**config.mk**
```make
export PLATFORM = sky130hd
export DESIGN_NAME = thirty_two_bit_divide_flat
export DESIGN_NICKNAME = d
export VERILOG_FILES = /design/src/rtl/thirty_two_bit_divide_pkg.sv /design/src/rtl/thirty_two_bit_divide_if.sv /design/src/rtl/thirty_two_bit_divide_div_step.sv /design/src/rtl/thirty_two_bit_divide.sv /design/src/flat_wrapper.sv
export SDC_FILE = /design/constraint.sdc
export NUM_CORES = 1
export LEC_CHECK = 0
export CORE_MARGIN = 4
export CORE_UTILIZATION = 49
export CTS_BUF_LIST = sky130_fd_sc_hd__clkbuf_2 sky130_fd_sc_hd__clkbuf_4 sky130_fd_sc_hd__clkbuf_8
export CTS_CLUSTER_DIAMETER = 80
export CTS_CLUSTER_SIZE = 25
export DETAILED_ROUTE_END_ITERATION = 10
export PLACE_DENSITY = 0.71
export SETUP_SLACK_MARGIN = 0.2
export SYNTH_ARGS = -nofsm -noshare
export SYNTH_HDL_FRONTEND = slang
export SYNTH_SLANG_ARGS = --single-unit
```
**constraint.sdc**
```tcl
create_clock -name clk -period 11.2 [get_ports clk]
set_input_delay 2.24 -clock clk [delete_from_list [all_inputs] [get_ports clk]]
set_output_delay 2.24 -clock clk [all_outputs]
set_load 0.01 [all_outputs]
```
**src/rtl/thirty_two_bit_divide_pkg.sv**
```systemverilog
// thirty_two_bit_divide_pkg: shared mult/div constants, state encoding and helpers.
package thirty_two_bit_divide_pkg;
  localparam int WIDTH = 32;
  localparam int ITER = 32;
  localparam int CNT_W = $clog2(ITER) + 1;
  localparam logic [WIDTH-1:0] OVF_DIVIDEND = 32'h8000_0000;
  typedef enum logic [1:0] {IDLE = 2'd0, BUSY = 2'd1, DONE = 2'd2} state_t;
  // 0x80000000 maps to 2^31, which still fits as an unsigned 32-bit magnitude
  function automatic logic [WIDTH-1:0] mag(input logic [WIDTH-1:0] v);
    return v[WIDTH-1] ? -v : v;
  endfunction
endpackage

```
**src/rtl/thirty_two_bit_divide_if.sv**
```systemverilog
// thirty_two_bit_divide_if: operand/strobe and result bundle of the divider.
interface thirty_two_bit_divide_if;
  import thirty_two_bit_divide_pkg::*;
  logic [WIDTH-1:0] A;
  logic [WIDTH-1:0] B;
  logic do_div;
  logic value_ready;
  logic exception;
  logic [WIDTH-1:0] out;
  logic [WIDTH-1:0] remainder;
  modport master(output A, B, do_div, input value_ready, exception, out, remainder);
  modport slave(input A, B, do_div, output value_ready, exception, out, remainder);
endinterface

```
**src/rtl/thirty_two_bit_divide_div_step.sv**
```systemverilog
// div_step: one combinational restoring shift/subtract step on unsigned magnitudes.
module div_step
  import thirty_two_bit_divide_pkg::*;
(
  input  logic [WIDTH:0]   partial_in,
  input  logic             bit_in,
  input  logic [WIDTH-1:0] divisor,
  output logic [WIDTH:0]   partial_out,
  output logic             q_bit
);
  logic [WIDTH+1:0] shifted;
  logic [WIDTH+1:0] trial;
  always_comb begin
    shifted = {partial_in, bit_in};
    trial = shifted - {2'b00, divisor};
    q_bit = ~trial[WIDTH+1];
    partial_out = q_bit ? trial[WIDTH:0] : shifted[WIDTH:0];
  end
endmodule

```
**src/rtl/thirty_two_bit_divide.sv**
```systemverilog
// thirty_two_bit_divide: multi-cycle signed divider with MIPS DIV semantics.
// One quotient bit per BUSY cycle; sign fix-up and exception flags applied on DONE entry.
module thirty_two_bit_divide
  import thirty_two_bit_divide_pkg::*;
(
  input logic clk,
  input logic reset,
  thirty_two_bit_divide_if.slave bus
);
  state_t state;
  logic [WIDTH-1:0] q;
  logic [WIDTH-1:0] d;
  logic [WIDTH:0] partial;
  logic [WIDTH:0] partial_nxt;
  logic [CNT_W-1:0] cnt;
  logic q_bit;
  logic neg_q;
  logic neg_r;
  logic ovf;
  div_step u_step (
    .partial_in(partial),
    .bit_in(q[WIDTH-1]),
    .divisor(d),
    .partial_out(partial_nxt),
    .q_bit(q_bit)
  );
  always_ff @(posedge clk or posedge reset) begin
    if (reset) begin
      state <= IDLE;
      q <= '0;
      d <= '0;
      partial <= '0;
      cnt <= '0;
      neg_q <= 1'b0;
      neg_r <= 1'b0;
      ovf <= 1'b0;
      bus.out <= '0;
      bus.remainder <= '0;
      bus.value_ready <= 1'b0;
      bus.exception <= 1'b0;
    end else if (bus.do_div) begin
      q <= mag(bus.A);
      d <= mag(bus.B);
      neg_r <= bus.A[WIDTH-1];
      neg_q <= bus.A[WIDTH-1] ^ bus.B[WIDTH-1];
      ovf <= (bus.A == OVF_DIVIDEND) && (bus.B == '1);
      partial <= '0;
      cnt <= '0;
      bus.value_ready <= 1'b0;
      bus.exception <= 1'b0;
      state <= (bus.B == '0) ? DONE : BUSY;
    end else if (state == BUSY && cnt == CNT_W'(ITER)) begin
      state <= DONE;
      bus.out <= neg_q ? -q : q;
      bus.remainder <= neg_r ? -partial[WIDTH-1:0] : partial[WIDTH-1:0];
      bus.exception <= ovf;
      bus.value_ready <= 1'b1;
    end else if (state == BUSY) begin
      partial <= partial_nxt;
      q <= {q[WIDTH-2:0], q_bit};
      cnt <= cnt + 1'b1;
    end else if (state == DONE && !bus.value_ready) begin
      // only the divide-by-zero path reaches DONE without a posted result; q still holds |A|
      bus.out <= '0;
      bus.remainder <= neg_r ? -q : q;
      bus.exception <= 1'b1;
      bus.value_ready <= 1'b1;
    end
  end
endmodule

```
**src/flat_wrapper.sv**
```systemverilog
// flat-port wrapper written by rule: the top's interface ports become plain ports
module thirty_two_bit_divide_flat import thirty_two_bit_divide_pkg::*;
  (clk, reset, bus_A, bus_B, bus_do_div, bus_value_ready, bus_exception, bus_out, bus_remainder);
  thirty_two_bit_divide_if bus_i ();
  input logic clk;
  input logic reset;
  input wire logic [$bits(bus_i.A)-1:0] bus_A;
  input wire logic [$bits(bus_i.B)-1:0] bus_B;
  input wire logic [$bits(bus_i.do_div)-1:0] bus_do_div;
  output wire logic [$bits(bus_i.value_ready)-1:0] bus_value_ready;
  output wire logic [$bits(bus_i.exception)-1:0] bus_exception;
  output wire logic [$bits(bus_i.out)-1:0] bus_out;
  output wire logic [$bits(bus_i.remainder)-1:0] bus_remainder;
  assign bus_i.A = bus_A;
  assign bus_i.B = bus_B;
  assign bus_i.do_div = bus_do_div;
  assign bus_value_ready = bus_i.value_ready;
  assign bus_exception = bus_i.exception;
  assign bus_out = bus_i.out;
  assign bus_remainder = bus_i.remainder;
  thirty_two_bit_divide u_core (.clk(clk), .reset(reset), .bus(bus_i));
endmodule
```
==> flow_results.org, run 1 <==
** Placement
- At the end of routability-driven placement, the weighted congestion stood at ~0.92.
- Once detailed placement completed, the half-perimeter wirelength came to about 26 mm.
- Pre-CTS setup slack :: roughly 5.8 ns
- # port buffers :: between 100 and 150
- Number of instances in the placed design :: around 1.9k

** Synthesis
- Mean Syn Cell Area :: 8.13 um^2
- Of the total synthesized cell area, the portion taken by full adders, half adders and majority gates is 0.0403.
- The fraction of the mapped netlist area in compound gates was 0.212.
- Simple logic cell fraction of the synthesized area :: 0.209
- The most used flip-flop cell after synthesis is sky130_fd_sc_hd__dfrtp_1.
- The netlist uses 77 different library cells.
- Counting flops with an async set or reset pin after synthesis yields a share of 1.00.
- Yosys top cell area share :: 0.345
- Of the total synthesized cell area, the portion taken by XOR and XNOR cells is 0.120.
- After synthesis, the share of cell area in mux cells is 0.0234.
- The number of nets handed over by synthesis was 1658.
- Part of the Yosys area used for sequential elements :: 0.345
- In this run, synthesis produced a sequential element count of around 170.
- Top post-synthesis cells by count :: sky130_fd_sc_hd__nand2_1, sky130_fd_sc_hd__dfrtp_1, sky130_fd_sc_hd__o21ai_0
- Dominant combinational cell family by area after synthesis :: compound AO/OA/AOI/OAI gates
- Netlist Area Pre-Place :: roughly 13000 um^2
- Cell type with the highest aggregate area in the netlist :: sky130_fd_sc_hd__dfrtp_1
- Ranked by total cell area, the synthesized netlist is headed by sky130_fd_sc_hd__dfrtp_1, sky130_fd_sc_hd__xor2_1, sky130_fd_sc_hd__o21ai_0, sky130_fd_sc_hd__nand2_1, sky130_fd_sc_hd__xnor2_1.
- Yosys mapped a number of flops with a built-in enable equal to 0.
- Most numerous cell in the Yosys netlist :: sky130_fd_sc_hd__nand2_1
- For this run, the number of Yosys warnings is 0.
- The cell count after synthesis came out at 1551.

** Global route
- In the global route stage, overall resource usage came out at 0.247.
- Pin count of the biggest net entering global routing :: 96
- The number of global-route vias before repair came to 11.1k.
- Initial antenna violation count :: 0
- After global routing the overflow that remains totals 0.
- The first global-routing pass estimated 58.0 mm of wire.

** Floorplanning
- Die width :: 168 um
- The initial utilization of the core area, before any placement, comes to 0.499.
- DIE AREA :: ~28000 um^2
- Placeable Area :: between 20000 and 30000 um^2
- Pin placement for this block handled between 100 and 150 I/O pins.
- After floorplanning, the core was divided into just under 60 placement rows.
- Vert. Die Dim :: between 150 and 200 um

** Critical path
- Kind of launch point of the worst setup path :: primary input
- For the worst setup path, the data required time is 11.54 ns.
- Of all nets on the critical path, the largest fanout is 4.
- The largest individual stage delay along the critical path comes from the cell sky130_fd_sc_hd__or4_1.
- The worst setup path is captured at a flip-flop.
- Slowest stage delay, CP :: roughly 0.6 ns
- Worst path most repeated cell :: sky130_fd_sc_hd__nand2b_1
- STA puts the critical path data arrival time at roughly 5.3 ns.
- List of cells traversed by the critical path :: clkdlybuf4s50_1, or4_1, or4b_1, nand2b_1, nand2b_1, or3_1, o31ai_1, xor2_1, a21oi_1
- Type of the worst setup path :: in2reg

** Final layout
- Once layout is complete, the cells apart from fillers number a little under 2k.
- Nets :: ~1.7k
- Share of cells above drive strength 1 :: 0.0497
- Compared with the post-synthesis result, the final layout area differs by 14.8%.
- Count of inserted antenna diode cells :: 0

** Pwr
- Net switching power of the design :: 0.854 mW
- Switching share of power :: 0.403
- Sequential power share :: 0.400
- Standby leakage power :: roughly 6.2 nW
- Across the VDD grid, the largest voltage drop is roughly 0.085 mV.
- Combinational cell fraction of total power :: 0.388
- Cell-internal power :: between 1 and 1.5 mW
- Clock network fraction of total power :: 0.211
- In this run the power density over the cells is 146 nW/um^2.

** Timing
- Fin crit share :: 0.443
- For the final routed database, the setup TNS stands at 0 ns.
- After layout, the worst setup slack is about 6.2 ns.
- Derived from the worst setup path, the maximum achievable clock frequency is 201 MHz.
- In this run the tightest slew margin relative to its limit is 0.198.
- Slew at the pin with the worst max-slew slack :: about 1.2 ns
- Setup violations remaining at the end of the flow were counted as 0.
- Number of pins with negative max-slew slack in the final report :: 0
- Across the routed clock network, the largest skew measured is about 0.028 ns.
- Period minus WS final :: about 5.0 ns
- Endpoints failing hold :: 0
- Setup repair after global routing left no endpoint under its margin.

** Route
- Number of design rule violations left after detail routing :: 0
- Wire length reported by the detailed router :: 35.5 mm
- Using the TritonRoute via totals, the vias-per-cell ratio works out to 5.94.
- Detail Route met2 WL :: around 16 mm
- Via total after detailed routing :: 11.6k
- Met3 layer wire length in the routed design :: 2.08 mm
- Detailed-routing iteration count for the pre-antenna-repair pass :: 5
- In the final routed layout, each cell accounts on average for roughly 18 um.
- After detailed routing, the wire length on met1 is roughly 17 mm.
- DR iter-0 viols :: 803
- Number of nets still failing antenna checks after routing :: 0
- The highest metal layer carrying signal wires in the routed design is met4.

** Job
- Max-cap violations in this run came to 0.

** Clock tree
- The clock tree synthesis step divided the H-tree into 4 levels.
- TritonCTS built the clock tree.
- CTS saw around 170 sinks.
- For this design, the CTS-stage hold fixing added 0 buffers.
- CTS-repair resized insts :: 0
- Maximum clock insertion buffer count :: 2
- CTS placed an instance of sky130_fd_sc_hd__clkbuf_8 at the clock tree root.
- After clock tree synthesis, the setup repair step added 0 buffers.
- After clock tree synthesis, the clock-pin slew on the worst setup and hold paths is between 0.1 and 0.15 ns.
- Worst-skew pair later-pin latency :: ~0.47 ns
- CTS buffer count :: 17

** Run status
- The run finished with clean final reports.

** Worst hold path
- Kind of path behind the tightest hold check :: reg2reg
-- final cells by class --
class	instances	area (um^2)
Inverter	58	223
Timing Repair Buffer	148	1440
Multi-Input combinational cell	1217	7650
Clock buffer	18	248
Sequential cell	174	4360
Clock inverter	14	148
Tap cell	330	413
Fill cell	2373	10800
-- cell usage in the layout, fill, tap and decap left out, types with 9 or more instances in the layout --
| cell type | instances |
|---|---|
| sky130_fd_sc_hd__buf_4 | 17 |
| sky130_fd_sc_hd__clkbuf_8 | 18 |
| sky130_fd_sc_hd__nand2b_1 | 12 |
| sky130_fd_sc_hd__o41ai_1 | 12 |
| sky130_fd_sc_hd__a31oi_1 | 12 |
| sky130_fd_sc_hd__and3_1 | 24 |
| sky130_fd_sc_hd__or4_1 | 20 |
| sky130_fd_sc_hd__a311oi_1 | 14 |
| sky130_fd_sc_hd__nand2_1 | 217 |
| sky130_fd_sc_hd__ha_1 | 39 |
| sky130_fd_sc_hd__a211oi_1 | 13 |
| sky130_fd_sc_hd__xor2_1 | 111 |
| sky130_fd_sc_hd__o21ai_0 | 170 |
| sky130_fd_sc_hd__o31ai_1 | 41 |
| sky130_fd_sc_hd__nand4_1 | 26 |
| sky130_fd_sc_hd__nor2_1 | 108 |
| sky130_fd_sc_hd__a21oi_1 | 87 |
| sky130_fd_sc_hd__o211ai_1 | 11 |
| sky130_fd_sc_hd__nor3_1 | 22 |
| sky130_fd_sc_hd__dfrtp_1 | 173 |
| sky130_fd_sc_hd__clkdlybuf4s50_1 | 131 |
| sky130_fd_sc_hd__xnor2_1 | 62 |
| sky130_fd_sc_hd__nor4_1 | 9 |
| sky130_fd_sc_hd__nand3_1 | 49 |
| sky130_fd_sc_hd__inv_1 | 57 |
| sky130_fd_sc_hd__or3_1 | 22 |
| sky130_fd_sc_hd__mux2i_1 | 25 |
-- power by group through the flow --
| stage | clock, mW | combinational, mW | sequential (mW) |
|---|---|---|---|
| final | 0.448 | 0.823 | 0.849 |
| after floorplan | 0 | 0.552 | 0.829 |
| after global routing | 0.482 | 0.913 | 0.864 |
| after CTS | 0.454 | 0.823 | 0.847 |
| after detailed placement | 0 | 0.819 | 0.859 |
| after global placement | 0 | 0.810 | 0.856 |
-- cell families after synthesis --
group | after synthesis
DFF | 174
buffers and inverters | 160
adders and majority gates | 40
and+or+nand+nor | 548
AOI/OAI and AO/OA | 428
muxes | 28
xor gates and xnor gates | 173
-- path summary, 6_finish.rpt --
path / slack (ns) / from / endpoint / cells past startpoint
worst max-delay path: 6.23 / bus_A[4] / u_core.q[28] / 9
max in group asynchronous: 7.31 / reset / u_core.partial[13] / 3
min in group asynchronous: 2.29 / reset / u_core.bus.out[28] / 2
worst min-delay path: 0.49 / u_core.bus.out[19] / u_core.bus.out[19] / 2
worst max register to register: 7.18 / u_core.q[31] / u_core.partial[30] / 12
worst min register to register: 0.49 / u_core.bus.out[19] / u_core.bus.out[19] / 2
-- worst max-delay path, delay by kind of cell --
kind / cells / cell delay [ns]
compound gates: 2 / 0.34
xor+xnor: 1 / 0.17
buf+inv: 1 / 0.48
simple gates: 5 / 2.07
-- stage by stage --
step / hold slack, ns / utilization / power (mW) / cell area (um^2)
CTS: 0.493 / 0.573 / 2.12 / 14500
detailed placement: 0.469 / 0.558 / 1.68 / 14100
finish: 0.491 / 0.573 / 2.12 / 14500
global placement: 0.462 / 0.558 / 1.67 / 14100
global route: 0.518 / 0.573 / 2.26 / 14500
floorplan: 0.475 / - / 1.38 / 12600
-- layer usage --
layer	GRT usage	vias up
li1	-	5683
met1	0.357	5584
met2	0.400	345
met3	0.0315	24
met4	0.0515	0
met5	0	-
-- state kept, by name (all words and copies together), names as in the netlist --
register	count
u_core.bus.exception	1
u_core.ovf	1
u_core.bus.out	32
u_core.bus.remainder	32
u_core.neg_q	1
u_core.q	32
u_core.neg_r	1
u_core.partial	33
u_core.d	32
u_core.cnt	6
u_core.bus.value_ready	1
u_core.state	2
No activity file was read; power rests on OpenSTA's default activity.
==> run 2, diff against run 1 <==
Settings changed: PLACE_DENSITY 0.71 to 0.73.
Clock period 11.2 ns to 4.3 ns, I/O delays scaled along.
==> flow_results.org, run 2 (synthesis results as in run 1) <==
** Final layout
- At the end of the flow, the number of nets in the layout was ~1.7k.
- Final Util :: 0.577
- Max FFs per register :: 33
- Layout fillers :: approximately 2.4k
- Largest reg by FF count :: u_core.partial
- Final Cell Area :: approximately 15000 um^2
- In the final layout, the share of cells above drive strength 1 is 0.0549.
- From synthesis to final layout, the design area changed by 15.5%.
- Leading cell type in the layout, fill and taps excluded :: sky130_fd_sc_hd__nand2_1
- The library cells used most frequently in the layout, excluding fill and tap cells, are sky130_fd_sc_hd__nand2_1, sky130_fd_sc_hd__dfrtp_1, sky130_fd_sc_hd__o21ai_0.
- Count of inserted antenna diode cells :: 0

** Clock tree
- For this design, the sink count on the clock tree is ~170.
- H-tree levels :: 4
- Hold bufs inserted after CTS :: 0
- For the worst-skew pair, the clock arrives at the later sink with an insertion delay of roughly 0.5 ns.
- TritonCTS built the clock tree.
- Post-CTS Setup Repair Bufs :: 0
- Root buf cell :: sky130_fd_sc_hd__clkbuf_8
- After clock tree synthesis, the clock-pin slew on the worst setup and hold paths is 0.10 ns.
- Buffers inserted during clock tree synthesis total 17.
- CTS-repair resized insts :: 0
- Maximum clock insertion buffer count :: 2

** Critical path
- Arr. time, crit path :: between 4 and 5 ns
- Worst-path maximum fanout :: 24
- Critical Path RT :: ~4.7 ns
- Type of the worst setup path :: reg2reg
- The worst setup path is launched from a flip-flop.
- The worst setup path is captured at a flip-flop.

** Floorplanning
- Vert. Die Dim :: 168 um
- Die width :: between 150 and 200 um
- The die covers around 28000 um^2.
- The floorplan has slightly below 60 rows.
- IO Pins :: about 130
- Placeable Area :: around 25000 um^2
- For this configuration, the core starts out at a cell density of 0.499.

** Timing
- Worst setup slack after layout :: about 0.50 ns
- Period minus WS final :: 3.80 ns
- Setup repair after global routing left no endpoint under its margin.
- For the pin with the worst max-slew slack, the measured transition is between 1 and 1.5 ns.
- Setup violations remaining at the end of the flow were counted as 0.
- Fin crit share :: 0.884
- Maximum operating frequency :: ~260 MHz
- Final Skew :: about 0.028 ns
- Summed over all failing endpoints, the final setup total negative slack is 0 ns.
- Relative slew slack :: 0.268
- The final hold violation count was 0.
- Number of pins with negative max-slew slack in the final report :: 0

** Pwr
- The share of total power dissipated in sequential elements is 0.398.
- Of the total power, the share spent switching nets is 0.404.
- Summed over all nets, the switching power comes to roughly 2.2 mW.
- Of the total power, combinational logic draws 0.395.
- Cell-internal power :: roughly 3.3 mW
- The share of total power dissipated in the clock network is 0.207.
- P per Cell Area :: between 300 and 400 nW/um^2
- Standby leakage power :: between 6 and 7 nW
- Maximum resistive drop on vdd :: about 0.21 mV

** Worst hold path
- Kind of path behind the tightest hold check :: reg2reg

** Route
- DR iter-0 viols :: 1137
- Number of nets still failing antenna checks after routing :: 0
- The routed layout has roughly 12k vias.
- Detailed-routing iteration count for the pre-antenna-repair pass :: 5
- Summed over all layers, the routed wires come to 35.4 mm.
- Number of design rule violations left after detail routing :: 0
- In the routed layout, each cell is associated on average with a via count of roughly 6.
- Average wire per cell in the routed design :: roughly 18 um

** Global route
- Global-route wire length before repair :: 57.8 mm
- Pin count of the biggest net entering global routing :: approximately 180
- After global routing the overflow that remains totals 0.
- Initial antenna violation count :: 0
- GRT Resource Usage Total :: 0.246
- The number of global-route vias before repair came to between 10k and 15k.

** Placement
- The wire-length estimate of the detail-placed layout is roughly 26 mm.
- Pre-CTS setup slack :: between 0.2 and 0.3 ns
- Port buffering added 132 buffers.
- Final estimated routing congestion in global placement :: 0.949
- After detailed placement, the total cell area comes to about 14000 um^2.

** Job
- Max-cap violation count :: 0

** Run status
- The flow ran to the end, and the final reports show no timing, DRC or antenna violations.
==> run 2: cell count changes in the layout (fill, tap and decap cells not counted), sizes merged <==
| cell | before | now |
|---|---|---|
| buf | 17 | 27 |
| clkbuf | 18 | 17 |
| inv | 65 | 64 |
| clkinv | 5 | 6 |
==> run 2: final cells by class <==
| type | count | area, um^2 | share of cell area |
|---|---|---|---|
| Inverter | 58 | 221 | 0.0152 |
| Sequential cell | 174 | 4360 | 0.299 |
| Tap cell | 330 | 413 | 0.0284 |
| Timing Repair Buffer | 158 | 1540 | 0.106 |
| Multi-Input combinational cell | 1217 | 7650 | 0.525 |
| Clock inverter | 14 | 149 | 0.0102 |
| Clock buffer | 17 | 234 | 0.0161 |
==> run 2: worst max-delay path: stages, from the launching register on <==
cell and delay [ns]:
sky130_fd_sc_hd__dfrtp_1 0.46, sky130_fd_sc_hd__ha_1 0.41, sky130_fd_sc_hd__and3_1 0.27, sky130_fd_sc_hd__and4_1 0.23
sky130_fd_sc_hd__o21a_1 0.14, sky130_fd_sc_hd__o21ai_0 0.40, sky130_fd_sc_hd__a311oi_1 0.30, sky130_fd_sc_hd__o21ai_2 0.86
sky130_fd_sc_hd__buf_4 0.27, sky130_fd_sc_hd__nand3_1 0.08, sky130_fd_sc_hd__a311oi_1 0.28
==> run 2: power by group through the flow <==
| stage | Combinational (mW) | Sequential (mW) | Clock [mW] |
|---|---|---|---|
| 2_1_floorplan | 1.44 | 2.16 | 0 |
| 3_3_place_gp | 2.13 | 2.22 | 0 |
| 3_5_place_dp | 2.16 | 2.23 | 0 |
| 4_1_cts | 2.18 | 2.20 | 1.17 |
| 5_1_grt | 2.42 | 2.24 | 1.23 |
| 6_report | 2.19 | 2.20 | 1.14 |
==> run 2: per-stage QoR <==
stage / hold WS, ns / total power [mW] / instances
global route: 0.521 / 5.89 / 1968
detailed placement: 0.470 / 4.39 / 1937
global placement: 0.460 / 4.35 / 1937
floorplan: 0.475 / 3.60 / 1551
finish: 0.487 / 5.53 / 1968
CTS: 0.492 / 5.54 / 1968
==> run 2: worst paths after layout <==
| kind | start | end | slack, ns | depth (start not counted) |
|---|---|---|---|---|
| max in group asynchronous | reset | u_core.partial[13] | 2.56 | 3 |
| worst min-delay path | u_core.bus.remainder[15] | u_core.bus.remainder[15] | 0.49 | 2 |
| worst min register to register | u_core.bus.remainder[15] | u_core.bus.remainder[15] | 0.49 | 2 |
| worst max-delay path | u_core.partial[9] | u_core.partial[1] | 0.50 | 10 |
| worst max register to register | u_core.partial[9] | u_core.partial[1] | 0.50 | 10 |
| min in group asynchronous | reset | u_core.bus.out[30] | 0.92 | 3 |
==> run 2: routing by layer <==
metal / share of wire / vias up / track usage / routed length [um]
met4: 0.015 / 0 / 0.0589 / 530
met3: 0.065 / 39 / 0.0385 / 2290
met5: 0 / - / 0 / 0
met1: 0.46 / 5697 / 0.354 / 16500
li1: - / 5701 / - / -
met2: 0.46 / 406 / 0.393 / 16100
